<file path="config.mk">
export PLATFORM = sky130hd
export DESIGN_NAME = cic_integ_decim
export DESIGN_NICKNAME = d
export VERILOG_FILES = /design/src/rtl/cic_integ_decim.sv
export SDC_FILE = /design/constraint.sdc
export NUM_CORES = 1
export LEC_CHECK = 0
export CORE_MARGIN = 5
export CORE_UTILIZATION = 30
export CTS_CLUSTER_SIZE = 10
export DETAILED_ROUTE_END_ITERATION = 10
export SYNTH_ARGS = -nofsm -noshare
export SYNTH_HDL_FRONTEND = slang
export SYNTH_SLANG_ARGS = --single-unit
</file>
<file path="constraint.sdc">
create_clock -name clk -period 7 [get_ports clk]
set_input_delay 1.75 -clock clk [delete_from_list [all_inputs] [get_ports clk]]
set_output_delay 1.75 -clock clk [all_outputs]
set_load 0.05 [all_outputs]
</file>
<file path="src/rtl/cic_integ_decim.sv">
// CIC decimator front end: a cascade of wrapping integrators plus the frame
// counter that picks one integrated sample out of every R accepted samples.
// The comb section downstream relies on modulo-2^OUT_WIDTH wrap, so no
// saturation or overflow detection is done here.
module cic_integ_decim #(
   parameter int IN_WIDTH   = 5,
   parameter int NUM_STAGES = 1,
   parameter int OUT_WIDTH  = 48,
   parameter int RATE_WIDTH = 9
) (
   input  logic                  clk,
   input  logic                  sync_reset_n,
   input  logic [RATE_WIDTH-1:0] rate,
   input  logic                  s_axis_tvalid,
   input  logic [IN_WIDTH-1:0]   s_axis_tdata,
   output logic                  m_axis_tvalid,
   output logic [OUT_WIDTH-1:0]  m_axis_tdata,
   output logic                  frame_start
);

   logic                  accept;
   logic [RATE_WIDTH-1:0] rate_eff;
   logic [RATE_WIDTH-1:0] r_latched;
   logic [RATE_WIDTH-1:0] r_frame;
   logic [RATE_WIDTH-1:0] cnt;
   logic                  frame_first;
   logic                  frame_last;
   logic [OUT_WIDTH-1:0]  sample_ext;

   logic [OUT_WIDTH-1:0]  acc [NUM_STAGES];
   logic [NUM_STAGES-1:0] valid_pipe;
   logic [NUM_STAGES-1:0] tag_pipe;

   // A sample is taken only outside reset, so tvalid during reset is ignored.
   // The first sample of a frame uses the incoming rate, since that is the
   // value being latched on this very cycle; later samples use the latch.
   always_comb begin
      accept      = sync_reset_n && s_axis_tvalid;
      rate_eff    = (rate == '0) ? RATE_WIDTH'(1) : rate;
      frame_first = (cnt == '0);
      r_frame     = frame_first ? rate_eff : r_latched;
      frame_last  = (cnt == (r_frame - RATE_WIDTH'(1)));
      frame_start = accept && frame_first;
      sample_ext  = {{(OUT_WIDTH-IN_WIDTH){s_axis_tdata[IN_WIDTH-1]}}, s_axis_tdata};
   end

   // Frame counter and rate latch; the rate is captured only on a frame's
   // first sample so a mid-frame change waits for the next frame.
   always_ff @(posedge clk) begin
      if (!sync_reset_n) begin
         cnt       <= '0;
         r_latched <= RATE_WIDTH'(1);
      end else if (accept) begin
         if (frame_first) begin
            r_latched <= rate_eff;
         end
         cnt <= frame_last ? '0 : (cnt + RATE_WIDTH'(1));
      end
   end

   // Integrator cascade: stage 0 adds the new sample, stage k adds the value
   // stage k-1 produced one cycle earlier, gated by the matching valid bit so
   // input gaps stall integration while data already in flight keeps moving.
   always_ff @(posedge clk) begin
      if (!sync_reset_n) begin
         for (int k = 0; k < NUM_STAGES; k++) begin
            acc[k] <= '0;
         end
         valid_pipe <= '0;
         tag_pipe   <= '0;
      end else begin
         if (accept) begin
            acc[0] <= acc[0] + sample_ext;
         end
         for (int k = 1; k < NUM_STAGES; k++) begin
            if (valid_pipe[k-1]) begin
               acc[k] <= acc[k] + acc[k-1];
            end
         end
         valid_pipe[0] <= accept;
         tag_pipe[0]   <= accept && frame_last;
         for (int k = 1; k < NUM_STAGES; k++) begin
            valid_pipe[k] <= valid_pipe[k-1];
            tag_pipe[k]   <= tag_pipe[k-1];
         end
      end
   end

   // Output register: one pulse per frame once the tagged sample has passed
   // the last integrator; the data word holds its value between pulses.
   always_ff @(posedge clk) begin
      if (!sync_reset_n) begin
         m_axis_tvalid <= 1'b0;
         m_axis_tdata  <= '0;
      end else begin
         m_axis_tvalid <= tag_pipe[NUM_STAGES-1];
         if (tag_pipe[NUM_STAGES-1]) begin
            m_axis_tdata <= acc[NUM_STAGES-1];
         end
      end
   end

endmodule

</file>
* After elaboration in Yosys (flattened, before gate mapping)
Memory sizes are Yosys's and may differ from the RTL's.
Cells that the tools add are included.
W data, S select, Z words.
** Storage, ports and cells
- Bits of input ports :: 17
- Flip-flop bits (word level) :: 68
- Memories :: 1
- Bits in writable memories :: 48
- Output and inout port bits :: 50
** Operators by class
- $add $sub $neg :: 3
- Equality and inequality tests :: 1
- Muxes and demuxes :: 9
- Reductions and logical operators :: 6
** Memory list
- acc :: words 1, bits a word 48, rd ports 1, clocked after Yosys merged registers in 0, wr ports 1, line 30 : logic [OUT_WIDTH-1:0] acc [NUM_STAGES];
** Operators by type and width (count)
- $add A48 B48 Y48 :: 1
- $mux W48 :: 1
- $reduce_or A48 Y1 :: 1
- $mux W9 :: 3
- $logic_not A9 Y1 :: 2
- $add A9 B1 Y9 const B :: 1
- $eq A9 B9 Y1 :: 1
- $sub A9 B1 Y9 const B :: 1
- $mux W1 :: 5
- $logic_and A1 B1 Y1 :: 3

* Longest topological paths before layout
- Depth after elaboration :: 6
- Depth in mapped cells :: 14
- Depth with buffers taken out :: 12

* Worst setup path after synthesis
No wires, ideal clock.
- Kind :: input to output
- Start point :: in sync_reset_n
- End point :: out frame_start
- Arrival time :: 3134 ps
- Required time :: 5250 ps
- Slack :: 2116 ps
- Cell stages on the path :: 4
- Cells stage by stage :: clkbuf_1 -> nand2_1 -> clkbuf_1 -> nor2_1
** Between the ends
- Longest elaborated chain between the ends :: 2
** RTL lines
- from (decl) :: line 12 : input logic sync_reset_n,
- $logic_and A1 B1 Y1 :: line 38 : accept = sync_reset_n && s_axis_tvalid;
- $logic_and A1 B1 Y1 :: line 43 : frame_start = accept && frame_first;
- to (decl) :: line 18 : output logic frame_start
Every way passes these cells.

* Worst setup path after layout
- Start point :: in s_axis_tvalid
- End point :: out frame_start
** Between the ends
- Longest elaborated chain between the ends :: 2
** RTL lines
- from (decl) :: line 14 : input logic s_axis_tvalid,
- $logic_and A1 B1 Y1 :: line 38
- $logic_and A1 B1 Y1 :: line 43
Every way passes these cells.

==> impl_results.md <==
* Run status: completed
* Biggest fanout along the worst timing path at 19
* Post-synthesis instance total at 842
* Yosys reg bits at 116
* Hold buffer count at cts at 0
* Top area cells in the synthesized netlist: sky130_fd_sc_hd__edfxtp_1 (19%), sky130_fd_sc_hd__dfxtp_1 (18%), sky130_fd_sc_hd__ha_1 (8.2%)
* Clock latency on the worst-skew pair at 0.42 ns
* Buffers plus inverters on the worst setup path at 3
* Post-synth EDFFs at 48
* Layout cells sized above 1 at 5.76%
* Placed wire-length estimate at 13700 µm
* Final-layout setup total negative slack at 0 ns
* Remaining max-slew budget at the tightest pin at 42.1%
* Setup repair after global routing missed its margin: no
* Drc violations at 0
* Synth Net Count at 910
* Data required time of the critical path at 5.25 ns
* Crit-path cells: clkdlybuf4s50_1, buf_4, nand2_1, nor2_1, clkdlybuf4s50_1
* Final core utilization at 36.6%
* Sequential area share after synthesis at 36.7%
* Number of non-filler instances in the completed layout at 1233
* Cell count after placement at 1201
* Final-report max-slew violation count at 0
* Fin crit period at 5.21 ns
* Starting density of the core at 30.4%
* Setup crit start kind: input port
* Via count of the routed design at 6221
* Number of search-and-repair iterations in the first detailed-routing pass at 5
* Share of total power in sequential cells at 35.7%
* Leakage power at 3.49 nW
* Maximum number of buffers from clock root to sink at 2
* Area of placed instances at 8580 µm²
* Distinct cells, synth at 66
* Kind of end point of the critical path: primary output
* Leftover overflow at the end of global routing at 0
* Mux cell area share after synthesis at 8.43%
* Clock slew at reported path FFs at 0.06 ns
* Power density normalized to cell area at 238 nW/µm²
* Prevailing post-synth register cell: sky130_fd_sc_hd__dfxtp_1
* Per-cell routed wire length at 15.5 µm
* Antenna violations before repair at 1
* Cell family contributing the most delay on the critical path: buffers and inverters
* Top Ports at 67
* Horizontal die dimension at 170 µm
* Number of port buffers at 66
* Sum of routed wire length over all layers at 19100 µm
* Hold crit path type: reg2reg
* Count of antenna diodes in the layout at 0
* Clock network fraction of total power at 40.2%
* Post-Route Skew at 0.00839 ns
* Count of final setup violators at 0
* Global placement routability congestion at 0.863
* CTS tree: yes
* Core region area at 25100 µm²
* Top cell types by occurrence after synthesis: sky130_fd_sc_hd__nor2_1 (73), sky130_fd_sc_hd__dfxtp_1 (68), sky130_fd_sc_hd__nand2_1 (65)
* Post-CTS Setup Inserts at 0
* Total Routing Usage GR at 13.4%
* # fillers at 2638
* Mapped Area at 7640 µm²
* Die H at 170 µm
* Fraction of the mapped netlist area in simple logic gates at 20.2%
* Sw frac at 30.0%
* Arr. time, crit path at 3.46 ns
* Post-synth ARST share at 0%
* Count of synthesis-stage warnings from yosys at 0
* Via count of the first global-routing pass at 6175
* Synth Area per Inst at 9.07 µm²
* Peak per-stage delay on the critical path at 0.81 ns
* Fin nets at 958
* # Max-Cap Violations at 0
* Count of cells resized by post-cts repair at 0
* Cell internal pwr at 1.53 mW
* Global-route wire length before repair at 31500 µm
* Post-synthesis share of cell area spent on xor and xnor gates at 5.68%
* Critical-path cell with the highest stage delay: sky130_fd_sc_hd__clkdlybuf4s50_1
* Switching component of the power at 0.657 mW
* Critical Path Most Common Cell: sky130_fd_sc_hd__clkdlybuf4s50_1
* Post-DRT Antenna Nets at 0
* Maximum resistive drop on vdd at 0.165 mV
* Clock tree sinks at 116
* Area Overhead vs Synth at 20.2%
* H-Tree Level Count at 4
* Fraction of the mapped netlist area in compound gates at 17.5%
* Layout Cell Area excl Fill at 9190 µm²
* Largest net degree at the start of global routing at 59
* Floorplan row count at 58
* Post-synthesis cell type with the largest combined area: sky130_fd_sc_hd__edfxtp_1
* Avg Vias per Cell at 5.05
* Final hold violation count at 0
* CTS buffer count at 17
* Dominant combinational cell family by area after synthesis: simple AND/OR/NAND/NOR gates
* Area share of the leading cell type in the synthesized netlist at 18.9%
* Library cell used as clock root buffer: sky130_fd_sc_hd__clkbuf_16
* Transition time at the pin with the least slew margin at 0.868 ns
* Max Freq at 0.192 GHz
* Post-Synth Adder-Cell Area at 8.45%
* Floorplan die area at 28800 µm²
* Worst Path Class, Setup: in2out
* Combinational fraction of design power at 24.1%
* Share of the clock period used by the worst path after layout at 74.4%
* Count leader, synth: sky130_fd_sc_hd__nor2_1
* DR iter-0 viols at 435
worst register-to-register path, cell delays in order, from the launching register on:
cell and delay, ns:
sky130_fd_sc_hd__dfxtp_1 0.37, sky130_fd_sc_hd__inv_1 0.10, sky130_fd_sc_hd__ha_1 0.17, sky130_fd_sc_hd__or4b_1 0.54
sky130_fd_sc_hd__nor2_2 0.73, sky130_fd_sc_hd__mux2i_1 0.31, sky130_fd_sc_hd__ha_1 0.26, sky130_fd_sc_hd__a21boi_2 0.20
sky130_fd_sc_hd__xnor3_1 0.29, sky130_fd_sc_hd__or3_1 0.35, sky130_fd_sc_hd__a2111o_1 0.36, sky130_fd_sc_hd__o21ai_4 0.24
sky130_fd_sc_hd__nor2_1 0.08
state kept, by name, summed over array words and instances (netlist names):
name / flops
acc: 48
m_axis_tdata: 48
cnt: 9
r_latched: 9
m_axis_tvalid: 1
tag_pipe: 1
routing by layer:
layer	GRT usage, %	routed length (µm)	vias to the layer above
li1	-	-	3174
met1	18.7	9730	2898
met2	20.7	8390	132
met3	3.19	745	17
met4	3.64	211	0
met5	0	0	-
cells in the final DEF, fill, tap and decap left out, types with 4 or more instances in the layout:
| master | instances |
|---|---|
| sky130_fd_sc_hd__a2111oi_0 | 5 |
| sky130_fd_sc_hd__a211o_1 | 4 |
| sky130_fd_sc_hd__a211oi_1 | 7 |
| sky130_fd_sc_hd__a21boi_0 | 11 |
| sky130_fd_sc_hd__a21o_1 | 23 |
| sky130_fd_sc_hd__a21oi_1 | 49 |
| sky130_fd_sc_hd__a31oi_1 | 5 |
| sky130_fd_sc_hd__a41oi_1 | 4 |
| sky130_fd_sc_hd__and2_1 | 8 |
| sky130_fd_sc_hd__and3_1 | 8 |
| sky130_fd_sc_hd__buf_4 | 6 |
| sky130_fd_sc_hd__clkbuf_16 | 21 |
| sky130_fd_sc_hd__clkdlybuf4s50_1 | 64 |
| sky130_fd_sc_hd__clkinv_2 | 5 |
| sky130_fd_sc_hd__dfxtp_1 | 67 |
| sky130_fd_sc_hd__edfxtp_1 | 48 |
| sky130_fd_sc_hd__ha_1 | 50 |
| sky130_fd_sc_hd__inv_1 | 17 |
| sky130_fd_sc_hd__mux2i_1 | 61 |
| sky130_fd_sc_hd__nand2_1 | 64 |
| sky130_fd_sc_hd__nand2b_1 | 4 |
| sky130_fd_sc_hd__nand3_1 | 20 |
| sky130_fd_sc_hd__nand3b_1 | 5 |
| sky130_fd_sc_hd__nand4_1 | 18 |
| sky130_fd_sc_hd__nor2_1 | 73 |
| sky130_fd_sc_hd__nor2b_1 | 52 |
| sky130_fd_sc_hd__nor3_1 | 25 |
| sky130_fd_sc_hd__nor4_1 | 5 |
| sky130_fd_sc_hd__o211ai_1 | 6 |
| sky130_fd_sc_hd__o21a_1 | 12 |
| sky130_fd_sc_hd__o21ai_0 | 34 |
| sky130_fd_sc_hd__o21bai_1 | 13 |
| sky130_fd_sc_hd__or3_1 | 7 |
| sky130_fd_sc_hd__xnor2_1 | 30 |
| sky130_fd_sc_hd__xor2_1 | 17 |
cell type report:
cell class                 count  area, µm²  area share (%)
multi-input combinational    666       4600            50.1
inverter                      17       63.8           0.695
tap                          330        413            4.49
clock buffer                  26        574            6.25
sequential                   116       2800            30.5
timing repair buffer          72        696            7.57
clock inverter                 6       31.3           0.341
per-stage QoR:
stage	hold WS, ns	setup slack, ns	power (mW)
2_1_floorplan	0.450	2.12	1.19
3_3_place_gp	0.464	1.69	1.32
3_5_place_dp	0.470	1.50	1.32
4_1_cts	0.477	1.78	2.21
5_1_grt	0.503	1.66	2.31
6_report	0.479	1.79	2.19
kinds of logic (layout without fill, tap and decap cells):
| logic type | count (synthesis) | in the layout |
|---|---|---|
| simple gates | 305 | 305 |
| flops | 116 | 116 |
| xor+xnor | 48 | 48 |
| buf+inv | 60 | 121 |
| mux | 64 | 64 |
| fa+ha+maj | 51 | 51 |
| compound gates | 198 | 198 |
path summary, 6_finish.rpt:
path                                     from            to  slack (ns)  cells past startpoint
worst max-delay path            s_axis_tvalid   frame_start        1.79                      5
worst min-delay path             r_latched[4]  r_latched[4]        0.48                      2
worst max register to register         cnt[0]        cnt[7]        2.88                     12
worst min register to register   r_latched[4]  r_latched[4]        0.48                      2
power groups by stage:
stage | Combinational, mW | Sequential [mW] | Clock, mW
3_5_place_dp | 0.522 | 0.797 | 0
2_1_floorplan | 0.408 | 0.785 | 0
3_3_place_gp | 0.521 | 0.797 | 0
4_1_cts | 0.527 | 0.783 | 0.898
5_1_grt | 0.591 | 0.788 | 0.926
6_report | 0.528 | 0.782 | 0.880
Note: power is estimated with default switching activity, not from simulation.
